`config.mk`:
```
export PLATFORM = sky130hd
export DESIGN_NAME = ps2_cmd_decoder
export DESIGN_NICKNAME = d
export VERILOG_FILES = /design/src/rtl/ps2_cmd_decoder.sv
export SDC_FILE = /design/constraint.sdc
export NUM_CORES = 1
export LEC_CHECK = 0
export CORE_ASPECT_RATIO = 1.4
export CORE_UTILIZATION = 45
export CTS_CLUSTER_SIZE = 10
export DETAILED_ROUTE_END_ITERATION = 8
export DONT_BUFFER_PORTS = 1
export GPL_ROUTABILITY_DRIVEN = 1
export PLACE_DENSITY = 0.63
export SYNTH_ARGS = -nofsm -noshare
export SYNTH_HDL_FRONTEND = slang
export SYNTH_SLANG_ARGS = --single-unit
```
`constraint.sdc`:
```
create_clock -name clk -period 2.65 [get_ports clk]
set_input_delay 0.53 -clock clk [delete_from_list [all_inputs] [get_ports clk]]
set_output_delay 0.53 -clock clk [all_outputs]
set_load 0.02 [all_outputs]
```
`src/rtl/ps2_cmd_decoder.sv`:
```
// PS/2 keyboard command front-end: synchronises the pins, receives 11-bit frames,
// tracks E0/F0 prefixes, maps scan codes to instruction indices and queues them.
module ps2_cmd_decoder #(
  parameter int unsigned             NUM_CMDS     = 5,
  parameter int unsigned             INSTR_W      = 3,
  parameter logic [8*NUM_CMDS-1:0]   CMD_CODES    = {8'h6B, 8'h7A, 8'h72, 8'h69, 8'h70},
  parameter bit                      EMIT_ON_MAKE = 1'b0,
  parameter int unsigned             FIFO_DEPTH   = 4,
  parameter int unsigned             SYNC_STAGES  = 2,
  parameter int unsigned             TIMEOUT_CYC  = 5000
) (
  input  logic                         clk,
  input  logic                         rst_n,
  input  logic                         ps2_clk,
  input  logic                         ps2_data,
  input  logic                         enable,
  output logic [INSTR_W-1:0]           instr_data,
  output logic                         instr_valid,
  input  logic                         instr_ready,
  output logic [$clog2(FIFO_DEPTH):0]  fifo_count,
  output logic                         frame_err,
  output logic                         overflow
);

  localparam int unsigned PTR_W = $clog2(FIFO_DEPTH);
  localparam int unsigned CNT_W = PTR_W + 1;
  localparam int unsigned TO_W  = $clog2(TIMEOUT_CYC + 1);

  localparam logic [1:0] ST_IDLE   = 2'd0;
  localparam logic [1:0] ST_DATA   = 2'd1;
  localparam logic [1:0] ST_PARITY = 2'd2;
  localparam logic [1:0] ST_STOP   = 2'd3;

  localparam logic [7:0] CODE_EXT = 8'hE0;
  localparam logic [7:0] CODE_BRK = 8'hF0;

  // Pin synchronisers; idle-high reset value avoids a spurious fall after reset
  logic [SYNC_STAGES-1:0] clk_sync, data_sync;
  logic                   clk_d;
  logic                   clk_s, data_s, fall;

  always_ff @(posedge clk or negedge rst_n) begin
    if (!rst_n) begin
      clk_sync  <= '1;
      data_sync <= '1;
      clk_d     <= 1'b1;
    end else begin
      clk_sync  <= {clk_sync[SYNC_STAGES-2:0], ps2_clk};
      data_sync <= {data_sync[SYNC_STAGES-2:0], ps2_data};
      clk_d     <= clk_sync[SYNC_STAGES-1];
    end
  end

  assign clk_s  = clk_sync[SYNC_STAGES-1];
  assign data_s = data_sync[SYNC_STAGES-1];
  assign fall   = clk_d & ~clk_s;

  logic [1:0]      state, state_n;
  logic [7:0]      shift, shift_n;
  logic [2:0]      bit_cnt, bit_cnt_n;
  logic            par_ok, par_ok_n;
  logic [TO_W-1:0] tcnt, tcnt_n;
  logic            byte_valid, byte_valid_n;
  logic            frame_err_n;

  always_ff @(posedge clk or negedge rst_n) begin
    if (!rst_n) begin
      state      <= ST_IDLE;
      shift      <= '0;
      bit_cnt    <= '0;
      par_ok     <= 1'b0;
      tcnt       <= '0;
      byte_valid <= 1'b0;
      frame_err  <= 1'b0;
    end else begin
      state      <= state_n;
      shift      <= shift_n;
      bit_cnt    <= bit_cnt_n;
      par_ok     <= par_ok_n;
      tcnt       <= tcnt_n;
      byte_valid <= byte_valid_n;
      frame_err  <= frame_err_n;
    end
  end

  // Frame receiver: start, 8 data bits LSB first, odd parity, stop; plus timeout abort
  always_comb begin
    state_n      = state;
    shift_n      = shift;
    bit_cnt_n    = bit_cnt;
    par_ok_n     = par_ok;
    byte_valid_n = 1'b0;
    frame_err_n  = 1'b0;
    tcnt_n       = tcnt;

    if (state == ST_IDLE || fall) tcnt_n = '0;
    else                          tcnt_n = tcnt + TO_W'(1);

    case (state)
      ST_IDLE: begin
        if (fall && !data_s) begin
          state_n   = ST_DATA;
          bit_cnt_n = '0;
        end
      end
      ST_DATA: begin
        if (fall) begin
          shift_n   = {data_s, shift[7:1]};
          bit_cnt_n = bit_cnt + 3'd1;
          if (bit_cnt == 3'd7) state_n = ST_PARITY;
        end
      end
      ST_PARITY: begin
        if (fall) begin
          par_ok_n = ^{shift, data_s};
          state_n  = ST_STOP;
        end
      end
      default: begin
        if (fall) begin
          state_n = ST_IDLE;
          if (data_s && par_ok) byte_valid_n = 1'b1;
          else                  frame_err_n  = 1'b1;
        end
      end
    endcase

    if (state != ST_IDLE && !fall && tcnt == TO_W'(TIMEOUT_CYC - 1)) begin
      state_n     = ST_IDLE;
      frame_err_n = 1'b1;
      tcnt_n      = '0;
    end
  end

  // Scan-code table lookup, lowest index wins
  logic               hit;
  logic [INSTR_W-1:0] hit_idx;

  always_comb begin
    hit     = 1'b0;
    hit_idx = '0;
    for (int i = 0; i < int'(NUM_CMDS); i++) begin
      if (!hit && CMD_CODES[8*i +: 8] == shift) begin
        hit     = 1'b1;
        hit_idx = INSTR_W'(i);
      end
    end
  end

  logic       ext, brk;
  logic [7:0] last_make;
  logic       last_vld;
  logic       is_code, emit;

  assign is_code = byte_valid && shift != CODE_EXT && shift != CODE_BRK;

  always_comb begin
    emit = 1'b0;
    if (is_code && !ext && hit) begin
      if (EMIT_ON_MAKE) emit = !brk && !(last_vld && last_make == shift);
      else              emit = brk;
    end
  end

  logic               push_q;
  logic [INSTR_W-1:0] push_instr;

  // Prefix tracking and repeat suppression; push request lands the cycle after byte_valid
  always_ff @(posedge clk or negedge rst_n) begin
    if (!rst_n) begin
      ext        <= 1'b0;
      brk        <= 1'b0;
      last_make  <= '0;
      last_vld   <= 1'b0;
      push_q     <= 1'b0;
      push_instr <= '0;
    end else begin
      push_q     <= emit & enable;
      push_instr <= hit_idx;
      if (frame_err) begin
        ext <= 1'b0;
        brk <= 1'b0;
      end else if (byte_valid) begin
        if (shift == CODE_EXT) begin
          ext <= 1'b1;
        end else if (shift == CODE_BRK) begin
          brk <= 1'b1;
        end else begin
          ext <= 1'b0;
          brk <= 1'b0;
          if (!ext) begin
            if (!brk) begin
              last_make <= shift;
              last_vld  <= 1'b1;
            end else if (last_vld && last_make == shift) begin
              last_vld  <= 1'b0;
            end
          end
        end
      end
    end
  end

  // Instruction FIFO; head registers show only entries already stored
  logic [INSTR_W-1:0] mem [FIFO_DEPTH];
  logic [PTR_W-1:0]   wr_ptr, rd_ptr, rd_next;
  logic [CNT_W-1:0]   count_n;
  logic               pop, full, do_push, avail;

  assign pop     = instr_valid & instr_ready;
  assign full    = fifo_count == CNT_W'(FIFO_DEPTH);
  assign do_push = push_q & (!full | pop);
  assign avail   = (fifo_count - CNT_W'(pop)) != '0;
  assign rd_next = rd_ptr + PTR_W'(pop);

  always_comb begin
    count_n = fifo_count;
    if (do_push && !pop)      count_n = fifo_count + CNT_W'(1);
    else if (!do_push && pop) count_n = fifo_count - CNT_W'(1);
  end

  always_ff @(posedge clk) begin
    if (do_push) mem[wr_ptr] <= push_instr;
  end

  always_ff @(posedge clk or negedge rst_n) begin
    if (!rst_n) begin
      wr_ptr      <= '0;
      rd_ptr      <= '0;
      fifo_count  <= '0;
      instr_valid <= 1'b0;
      instr_data  <= '0;
      overflow    <= 1'b0;
    end else begin
      overflow    <= push_q & full & !pop;
      fifo_count  <= count_n;
      instr_valid <= avail;
      instr_data  <= avail ? mem[rd_next] : '0;
      if (do_push) wr_ptr <= wr_ptr + PTR_W'(1);
      if (pop)     rd_ptr <= rd_next;
    end
  end

endmodule

```
# [After elaboration in Yosys (flattened, before gate mapping)]
# Memory sizes are Yosys's and may differ from the RTL's.
# Index checks and enable logic that the tools add are counted.
# Widths: inputs -> output; s select.
[totals] mem_bits_rw=12 wordCells=140 regBits=52 n_memories=1 romBits=0 latchBits=0 input_bits=6
[mem_list] name="mem" depth=4 width=3 read_ports=1 rd_clocked_by_memory_dff=0 wr=1 line="205" source="logic [INSTR_W-1:0] mem [FIFO_DEPTH];"
[classes] n_mul=0 reduce_logical=40 bitwise=8 div=0 n_lt_le_gt_ge=0 eq_ne=22 mux=42 shifts=0 addsub=7
[ops] op="$eq 7x8->1 const A" count=5
[ops] op="$mux 13" count=2
[ops] op="$mux 1" count=24
[ops] op="$mux 3" count=8
[ops] op="$eq 8x8->1 const B" count=2
[ops] op="$ne 8x8->1 const B" count=2
[ops] op="$logic_and 1x1->1" count=14
[ops] op="$add 13x1->13 const B" count=1
[ops] op="$eq 13x13->1 const B" count=1
[ops] op="$mux 2" count=6
[ops] op="$ne 3x3->1 const B" count=4
[ops] op="$logic_not 1->1" count=10
[ops] op="$reduce_xor 9->1" count=1
[ops] op="$reduce_and 2->1" count=4
[ops] op="$reduce_bool 2->1" count=4
[ops] op="$add 3x1->3 const B" count=2
[ops] op="$and 1x1->1" count=6
[ops] op="$eq 3x3->1 const B" count=2
[ops] op="$pmux 2 s3" count=1
[ops] op="$pmux 3 s2" count=1
[ops] op="$reduce_bool 3->1" count=2
[ops] op="$reduce_and 5->1" count=1
[ops] op="$ne 2x2->1 const B" count=2
[ops] op="$ne 3x1->1 const B" count=1
[ops] op="other kinds (13)" count=13

# [Logic depth before layout (Yosys ltp)]
# Gate-level depths: netlist of the first run.
[logic_depth] word_depth=17 ltp_mapped=9 depth_no_buf=9

# [Worst setup path before layout of the first run]
# Ideal clock, no wire load.
[synth_timing] path_kind="input-to-reg" startpoint="input instr_ready" endpoint="register fifo_count[1]" setup_time_ns=0.125 required_time_ns=2.525 n_path_buf=0 arrival_ns=1.973 cell_stages=7 path_slack_ns=0.552 cell_sequence="nand2_1 > inv_1 > o31a_1 > ha_1 > inv_1 > fa_1 > mux2_2"
[synth_between] elab_cells_between_ends=9
[synth_rtl] element="from (decl)" line="19" source="input logic instr_ready,"
[synth_rtl] element="$and 1x1->1" line="210" source="assign pop = instr_valid & instr_ready;"
[synth_rtl] element="named net pop" line="208" source="logic pop, full, do_push, avail;"
[synth_rtl] element="$or 1x1->1" line="212" source="assign do_push = push_q & (!full | pop);"
[synth_rtl] element="$and 1x1->1" line="212"
[synth_rtl] element="named net do_push" line="208"
[synth_rtl] element="$logic_and 1x1->1" line="218" source="if (do_push && !pop) count_n = fifo_count + CNT_W'(1);"
[synth_rtl] element="$mux 3" line="218"
[synth_rtl] element="named net count_n[1]" line="207" source="logic [CNT_W-1:0] count_n;"
[synth_rtl] element="to (signal assigned)" line="236" source="fifo_count <= count_n;"
[synth_rtl] element="to (decl)" line="20" source="output logic [$clog2(FIFO_DEPTH):0] fifo_count,"
# The timed path passes the listed nets, and every way through them passes these cells.
# A chain may end at the register's enable or synchronous reset.

# [Final worst setup path of the first run]
[layout_timing] startpoint="register instr_valid" endpoint="register fifo_count[1]"
[layout_between] elab_cells_between_ends=9
[layout_rtl] element="from (decl)" line="18" source="output logic instr_valid,"
[layout_rtl] element="from (signal assigned)" line="237" source="instr_valid <= avail;"
[layout_rtl] element="$and 1x1->1" line="210"
[layout_rtl] element="named net pop" line="208"
[layout_rtl] element="$or 1x1->1" line="212"
[layout_rtl] element="$and 1x1->1" line="212"
[layout_rtl] element="named net do_push" line="208"
[layout_rtl] element="$logic_and 1x1->1" line="218"
[layout_rtl] element="$mux 3" line="218"
[layout_rtl] element="named net count_n[1]" line="207"
# The timed path passes the listed nets, and every way through them passes these cells.

==> results of run 1 <==
## cell type report
cell class,count,share of cell area (%)
clock inverter,6,2.67
multi-input combinational,151,35.7
tap,72,2.82
clock buffer,10,4.00
inverter,14,1.65
timing repair buffer,1,0.863
sequential,64,52.3
## flip-flops by register name (all words and copies together) (netlist names)
register	cells
bit_cnt	3
brk	1
byte_valid	1
clk_d	1
clk_sync	2
data_sync	2
ext	1
fifo_count	3
frame_err	1
instr_data	3
instr_valid	1
mem	12
overflow	1
par_ok	1
push_instr	3
push_q	1
rd_ptr	2
shift	8
state	2
tcnt	13
wr_ptr	2
## final timing paths
check                                      start                        end  slack (ps)
setup / recovery           instr_valid$_DFF_PN0_  fifo_count[1]$_DFFE_PN0P_         460
hold / removal                             rst_n    instr_data[1]$_DFF_PN0_          30
setup reg to reg           instr_valid$_DFF_PN0_  fifo_count[1]$_DFFE_PN0P_         460
hold reg to reg            clk_sync[0]$_DFF_PN1_      clk_sync[1]$_DFF_PN1_         360
max in group asynchronous                  rst_n       shift[2]$_DFFE_PN0P_        2400
min in group clk                        ps2_data     data_sync[0]$_DFF_PN1_         180
## cell usage after synthesis, types with 2 or more instances
cell type,count
edfxtp_1,12
dfrtp_1,47
buf_2,2
o22ai_1,2
dfstp_2,5
o21ai_0,8
and2_1,5
a21oi_1,2
xor2_1,9
mux4_2,3
nand2_1,16
and3_1,4
nor4_1,4
nand3_1,8
ha_1,14
xnor2_1,15
nor2_1,21
inv_1,14
mux2_2,10
nor3_1,3
a22o_1,2
mux2i_1,2
nand2b_1,3
nor2b_1,4
## layout by cell type, fill, tap and decap left out, types with 9 or more instances in the layout
master,n
dfrtp_1,47
mux2_2,10
clkbuf_8,9
xor2_1,9
nor2_1,21
inv_1,14
ha_1,14
xnor2_1,15
nand2_1,16
edfxtp_1,12
## critical path, stage by stage (launching register included)
cell,delay (ps)
dfrtp_1,450
nand2_1,150
inv_1,110
o31a_1,380
ha_1,240
inv_1,70
fa_1,400
mux2_2,260
## timing repair
| action | CTS | global route |
|---|---|---|
| hold endpoints to repair | 47 | 0 |
| setup buffers | 0 | 0 |
| hold buffers | 1 | 0 |
## layer usage
layer	vias up	share of wire, %	global-route usage, %
li1	811	-	-
met4	0	2.5	10.2
met1	802	42	17.1
met2	25	52	25.5
met3	9	2.8	3.33
met5	-	0	0
## cell families after synthesis
logic type	count (synthesis)
and+or+nand+nor	78
adders and majority gates	15
muxes	15
buffers and inverters	17
xor gates and xnor gates	25
DFF	64
AOI/OAI and AO/OA	18
## per-stage QoR
stage                     setup slack, ps  total power (W)
after floorplan                       552          0.00201
after global placement                468          0.00213
after detailed placement              429          0.00216
after CTS                             454          0.00309
after global routing                  258          0.00324
final                                 459          0.00304
## power by group through the flow
stage | Clock (W) | Combinational, W | Sequential, W
finish | 0.000893 | 0.000736 | 0.00141
global placement | 0 | 0.000710 | 0.00142
global route | 0.000951 | 0.000841 | 0.00144
detailed placement | 0 | 0.000735 | 0.00143
floorplan | 0 | 0.000636 | 0.00137
CTS | 0.000916 | 0.000758 | 0.00141
==> flow_summary.yaml, run 1 <==
detailed_routing:
  vias: 1647
  first_iter_violations: 45
  drt_drc_violations_left: 0
  routed_wl_mm: 4.54
  ant_nets: 0
  firstDrtPassIters: 4
  vias_per_cell: 5.18
  routedWlPerCell_um: 14.3
placement:
  gp_congestion: 0.763
  port-buffer-count: 0
  numPlacedInstances: 301
  place_area_um2: 2950
  hpwl_mm: 3.06
floorplan:
  die-area_um2: 6720
  core_area_um2: 6210
  dieHeight_um: 96.6
  io_pins: 15
  num_rows: 34
  fp.dieW_um: 69.6
  initial_core_util_pct: 46.3
cells_and_area:
  syn2layout_area_growth_pct: 10.9
  final_cells: 318
  fin_util_pct: 51.4
  ff_latch_area_um2: 1670
  fillerInstances: 545
  drive_above_1_share_pct: 14.2
  multi_input_area_um2: 1140
  n_antenna_cell: 0
  final_nets: 262
  final_area_um2: 3190
clock_network:
  cts-root-buf: "clkbuf_8"
  clk_latency_ps: 340
  clkSinkCount: 64
  clock_path_buffers: 2
  cts_made_buffers: 9
  cts_resized: 0
  clkTransAtPathRegs_ps: 70
  cts_tree: "done"
  htreeDepth: 3
timing:
  fin_crit_sh_pct: 82.7
  finalSetupTns_ps: 0
  maxSlewHeadroom_pct: 65.6
  max_slew.worst_pin.slew_ps: 515
  skew_ps: 5.52
  setup_viol: 0
  whs_ps: 27.9
  timing.fmax_ghz: 0.456
  hold_viol_final: 0
  period_minus_slack_ps: 2190
  grt_setup_unrepaired: "false"
  slew_viol_final: 0
synth:
  synth_edf_count: 12
  ys_ff_latch: 64
  ys_types: 41
  synthAdderAreaFrac_pct: 6.78
  ys.flop_type: "dfrtp_1"
  synth_top_family_by_area: "simple AND/OR/NAND/NOR gates"
  syn_nets: 253
  synth_simple_gate_area_share_pct: 13.9
  synth_top_cells_by_area: "dfrtp_1, edfxtp_1, ha_1, dfstp_2, xnor2_1"
  synth_seq_area_share_pct: 58.0
  syn_area_per_cell_um2: 12.4
  synth_xor_area_share_pct: 8.09
  synth_compound_area_share_pct: 3.87
  yosys.area.top_type_share_pct: 40.9
  syn_inst: 232
  synth.largest_area_cell: "dfrtp_1"
  async_reset_ff_share_pct: 81.3
  synth_warnings: 0
  muxShareOfSynthArea_pct: 6.96
  syn_area_um2: 2880
power_and_ir_drop:
  switching_share_pct: 31.0
  ir_worst_vdd_uv: 416
  leakage_nw: 1.40
  p_seq_share_pct: 46.4
  switchingPower_w: 0.000942
  power_density_nw_per_um2: 953
  p_clk_share_pct: 29.4
  comb_power_share_pct: 24.2
  p_int_w: 0.00210
setup_path:
  end_kind: "flop"
  reg2regPathDepth: 7
  worstPathArrival_ps: 2410
  crit_required_ps: 2870
  cp_max_fo: 8
  start_kind: "flop"
  worst-setup-path-type: "flop to flop"
global_route:
  grt_overflow: 0
  grt_pass1_vias: 1774
  antenna_found_initial: 0
  grt_pass1_wl_mm: 7.85
  grt_max_degree: 48
  grt_use_total_pct: 15.2
outcome:
  status: "finished, final reports clean"
job:
  cap_violations: 0
worst_hold_path:
  min_path_type: "input pin to async pin"
No activity file was read; power rests on OpenSTA's default activity.
==> run 2, diff against run 1 <==
--- a/config.mk
+++ b/config.mk
@@ -11,7 +11,7 @@
 export DETAILED_ROUTE_END_ITERATION = 8
 export DONT_BUFFER_PORTS = 1
 export GPL_ROUTABILITY_DRIVEN = 1
-export PLACE_DENSITY = 0.63
+export PLACE_DENSITY = 0.65
 export SYNTH_ARGS = -nofsm -noshare
 export SYNTH_HDL_FRONTEND = slang
 export SYNTH_SLANG_ARGS = --single-unit
==> constraint.sdc (replaced) <==
create_clock -name clk -period 2 [get_ports clk]
set_input_delay 0.4 -clock clk [delete_from_list [all_inputs] [get_ports clk]]
set_output_delay 0.4 -clock clk [all_outputs]
set_load 0.02 [all_outputs]
==> run 2 against run 1 <==
  * Largest power group unchanged
  * Wire length down 1.4%
  * Sequential power is 27% higher
  * Non-clock buffer count up 9
  * Global-route usage rose by 0.38 points
  * Count of clock-buffer cells in the layout is 1 lower
  * Via count increased by 2.5%
  * Critical path depth down 1
  * Power is 41% higher
  * Largest cell class unchanged
  * Design area up 3.6%
==> flow_summary.yaml, run 2 (synthesized netlist as in run 1, its figures left out) <==
setup_path:
  cpPeakStageDelay_ps: 410
  worstPathArrival_ps: 2110
  crit_required_ps: 2220
  worstSetupPathDepth: 6
  slowest_stage: "fa_1"
  cp_top_family: "adder cells"
  cp_max_fo: 2
  cp_num_buf_inv: 1
  reg2regPathDepth: 6
  start_kind: "flop"
  end_kind: "flop"
  worst-setup-path-type: "flop to flop"
  crit_chain: "nand2b_4 > o31a_1 > ha_2 > inv_1 > fa_1 > mux2_2"
clock_network:
  cts_made_buffers: 9
  clkSinkCount: 64
  clkTransAtPathRegs_ps: 70
  cts_tree: "done"
  clk_latency_ps: 340
  htreeDepth: 3
  cts-root-buf: "clkbuf_8"
  clock_path_buffers: 2
placement:
  place_area_um2: 3020
  port-buffer-count: 0
  pre_cts_ws_ps: 122
  hpwl_mm: 2.98
  gp_congestion: 0.737
timing:
  maxSlewHeadroom_pct: 71.3
  slew_viol_final: 0
  period_minus_slack_ps: 1890
  skew_ps: 7.26
  finalSetupTns_ps: 0
  grt_setup_unrepaired: "false"
  whs_ps: 51.2
  fin_ws_ps: 111
  timing.fmax_ghz: 0.529
  hold_viol_final: 0
  fin_crit_sh_pct: 94.5
  max_slew.worst_pin.slew_ps: 426
  setup_viol: 0
cells_and_area:
  final_cell_mix: "dfrtp_1, nor2_1, nand2_1"
  n_antenna_cell: 0
  reg_top3: "tcnt: 13 flops, mem: 12 flops, shift: 8 flops"
  drive_above_1_share_pct: 19.2
  final_nets: 271
  largest_reg_flops: 13
  largest-register: "tcnt"
  final_area_um2: 3300
  syn2layout_area_growth_pct: 14.8
  final_common_cell: "dfrtp_1"
floorplan:
  core_area_um2: 6210
  num_rows: 34
  io_pins: 15
  die-area_um2: 6720
  initial_core_util_pct: 46.3
  fp.dieW_um: 69.6
  dieHeight_um: 96.6
detailed_routing:
  ant_nets: 0
  vias: 1688
  vias_per_cell: 5.16
  first_iter_violations: 67
  drt_drc_violations_left: 0
  routed_wl_mm: 4.48
  firstDrtPassIters: 4
  routedWlPerCell_um: 13.7
power_and_ir_drop:
  ir_worst_vdd_uv: 856
  leakage_nw: 1.46
  power_density_nw_per_um2: 1300
  total_power_w: 0.00428
job:
  cap_violations: 0
global_route:
  grt_pass1_vias: 1708
  grt_use_total_pct: 15.6
  antenna_found_initial: 0
  grt_max_degree: 53
  grt_pass1_wl_mm: 7.92
  grt_overflow: 0
outcome:
  status: "finished, final reports clean"
worst_hold_path:
  min_path_type: "input pin to flop"
  holdPathStages: 0
==> run 2: cell types whose count changed in the layout (fill, tap and decap cells not counted), sizes merged <==
cell / before / now
clkinvlp: 2 / 1
clkbuf: 10 / 9
dlygate4sd3: 0 / 1
bufinv: 2 / 3
buf: 1 / 9
clkinv: 2 / 3
==> run 2: where the power goes <==
group / switching, W / leakage (nW) / internal, W / total, W
Combinational: 0.000553 / 0.572 / 0.000606 / 0.00116
Clock: 0.000509 / 0.119 / 0.000829 / 0.00134
Sequential: 0.000229 / 0.770 / 0.00156 / 0.00179
Total: 0.00129 / 1.46 / 0.00299 / 0.00428
==> run 2: layout make-up <==
class                           count  area, um^2
Clock buffer                        9         124
Clock inverter                      7         120
Fill cell                         544        2910
Inverter                           14        52.6
Multi-Input combinational cell    151        1150
Sequential cell                    64        1670
Tap cell                           72        90.1
Timing Repair Buffer               10        97.6
==> run 2: final timing paths <==
path / slack [ps] / startpoint / endpoint
worst max register to register: 110 / fifo_count[1]$_DFFE_PN0P_ / fifo_count[1]$_DFFE_PN0P_
max in group asynchronous: 1150 / rst_n / data_sync[1]$_DFF_PN1_
min in group asynchronous: 560 / rst_n / instr_data[1]$_DFF_PN0_
worst min-delay path: 50 / ps2_clk / clk_sync[0]$_DFF_PN1_
worst max-delay path: 110 / fifo_count[1]$_DFFE_PN0P_ / fifo_count[1]$_DFFE_PN0P_
worst min register to register: 360 / data_sync[0]$_DFF_PN1_ / data_sync[1]$_DFF_PN1_
==> run 2: what timing repair did <==
action	4_1_cts	5_1_grt
resized for setup	0	1
setup endpoints to repair	0	1
hold buffers	2	0
setup buffers	0	0
endpoints found under the hold margin	52	0
==> run 2: routing by layer <==
metal,share of wire [%],track usage [%],vias to the layer above
li1,-,-,828
met1,43,18.5,827
met2,52,24.6,23
met3,2.6,5.31,10
met4,2.6,8.48,0
met5,0,0,-
==> run 2: metrics by stage <==
step                      cells  util [%]
after global placement      309      48.7
after floorplan             232         -
after CTS                   327      53.2
after detailed placement    309      48.7
final                       327      53.2
after global routing        327      53.2
==> run 3, diff against run 2 <==
--- a/config.mk
+++ b/config.mk
@@ -12,6 +12,7 @@
 export DONT_BUFFER_PORTS = 1
 export GPL_ROUTABILITY_DRIVEN = 1
 export PLACE_DENSITY = 0.65
+export SKIP_CTS_REPAIR_TIMING = 1
 export SYNTH_ARGS = -nofsm -noshare
 export SYNTH_HDL_FRONTEND = slang
 export SYNTH_SLANG_ARGS = --single-unit
==> run 3 against run 2 <==
  * Clock power hardly changed
  * Wire length is 0.54% lower
  * Clock skew hardly changed
  * Combinational power hardly changed
  * Maximum frequency hardly changed
  * Power hardly changed
  * Non-clock buffer count stayed put
==> flow_summary.yaml, run 3 (synthesized netlist as in run 1, its figures left out) <==
clock_network:
  cts-root-buf: "clkbuf_8"
  clkSinkCount: 64
  clk_latency_ps: 340
  cts_made_buffers: 9
  htreeDepth: 3
  clock_path_buffers: 2
  cts_tree: "done"
  clkTransAtPathRegs_ps: 70
cells_and_area:
  reg_top3: "tcnt: 13 flops, mem: 12 flops, shift: 8 flops"
  drive_above_1_share_pct: 19.2
  final_cell_mix: "dfrtp_1, nor2_1, nand2_1"
  fin_util_pct: 53.2
  multi_input_area_um2: 1150
  largest-register: "tcnt"
  final_common_cell: "dfrtp_1"
  n_antenna_cell: 0
  syn2layout_area_growth_pct: 14.8
  ff_latch_area_um2: 1670
  final_area_um2: 3300
  final_nets: 271
  fillerInstances: 546
  largest_reg_flops: 13
setup_path:
  reg2regPathDepth: 6
  cpPeakStageDelay_ps: 410
  end_kind: "flop"
  timing.rr.start: "fifo_count[1]$_DFFE_PN0P_"
  crit_required_ps: 2220
  worst-setup-path-type: "flop to flop"
  slowest_stage: "fa_1"
  worstPathArrival_ps: 2110
  reg2reg_to: "fifo_count[1]$_DFFE_PN0P_"
  crit_chain: "nand2b_4 > o31a_1 > ha_2 > inv_1 > fa_1 > mux2_2"
  cp_max_fo: 2
  start_kind: "flop"
  reg2reg_slack_ps: 110
timing:
  fin_crit_sh_pct: 94.4
  slew_viol_final: 0
  period_minus_slack_ps: 1890
  timing.fmax_ghz: 0.529
  maxSlewHeadroom_pct: 71.3
  hold_viol_final: 0
  finalSetupTns_ps: 0
  skew_ps: 7.42
  max_slew.worst_pin.slew_ps: 426
  setup_viol: 0
  grt_setup_unrepaired: "false"
detailed_routing:
  drt_drc_violations_left: 0
  ant_nets: 0
  vias_per_cell: 5.18
  routedWlPerCell_um: 13.6
  first_iter_violations: 72
  vias: 1695
  routed_wl_mm: 4.46
  firstDrtPassIters: 4
power_and_ir_drop:
  total_power_w: 0.00428
  ir_worst_vdd_uv: 855
  leakage_nw: 1.46
  power_density_nw_per_um2: 1290
floorplan:
  io_pins: 15
  num_rows: 34
  core_area_um2: 6210
  dieHeight_um: 96.6
  die-area_um2: 6720
  fp.dieW_um: 69.6
  initial_core_util_pct: 46.3
worst_hold_path:
  holdPathEnd: "data_sync[0]$_DFF_PN1_"
  min_path_type: "input pin to flop"
  holdPathStages: 0
  min_from: "ps2_data"
global_route:
  grt_overflow: 0
  grt_pass1_wl_mm: 7.85
  antenna_found_initial: 0
  grt_max_degree: 53
  grt_pass1_vias: 1694
  grt_use_total_pct: 15.4
placement:
  port-buffer-count: 0
  gp_congestion: 0.737
  hpwl_mm: 2.98
  place_area_um2: 3020
job:
  cap_violations: 0
outcome:
  status: "finished, final reports clean"
run 3: cell counts in the layout (fill, tap and decap cells not counted):
No cell type changed its count.
run 3: metal layers:
layer	up-vias	GRT usage [%]	routed length (um)
li1	828	-	-
met1	830	18.3	1870
met2	27	24.5	2350
met3	10	5.31	123
met4	0	8.48	115
met5	-	0	0
run 3: worst max path at each step:
stage / start / endpoint / slack (ps) / cells after the start
2_1_floorplan: fifo_count[1]$_DFFE_PN0P_ / fifo_count[1]$_DFFE_PN0P_ / 10 / 6
3_3_place_gp: instr_ready / fifo_count[1]$_DFFE_PN0P_ / 170 / 7
3_5_place_dp: instr_ready / fifo_count[1]$_DFFE_PN0P_ / 120 / 7
4_1_cts: instr_valid$_DFF_PN0_ / fifo_count[1]$_DFFE_PN0P_ / 70 / 7
5_1_grt: instr_valid$_DFF_PN0_ / fifo_count[1]$_DFFE_PN0P_ / 30 / 7
6_report: fifo_count[1]$_DFFE_PN0P_ / fifo_count[1]$_DFFE_PN0P_ / 110 / 6
run 3: cell type report:
type,instances,area share [%]
inverter,14,1.59
tap,72,2.73
timing repair buffer,10,2.95
sequential,64,50.5
clock inverter,7,3.63
multi-input combinational,151,34.8
clock buffer,9,3.75
run 3: through the flow:
stage | setup slack, ps | hold WS [ps] | instances
detailed placement | 122 | 106 | 309
CTS | 72.5 | -270 | 325
global placement | 170 | 105 | 309
global route | 32.8 | 23.7 | 327
finish | 111 | 53.8 | 327
floorplan | 14.5 | 104 | 232
run 3: power breakdown:
group	total [W]	internal (W)	leakage, nW	switching [W]
logic	0.00116	0.000606	0.572	0.000553
clock network	0.00133	0.000829	0.119	0.000505
registers	0.00179	0.00156	0.770	0.000228
total	0.00428	0.00299	1.46	0.00129
run 3: critical path: cells and delay by family, from the launching register on:
family                     cells  cell delay (ps)
adders and majority gates      2              600
DFF                            1              400
AOI/OAI and AO/OA              1              300
muxes                          1              260
and+or+nand+nor                1              140
buffers and inverters          1               70
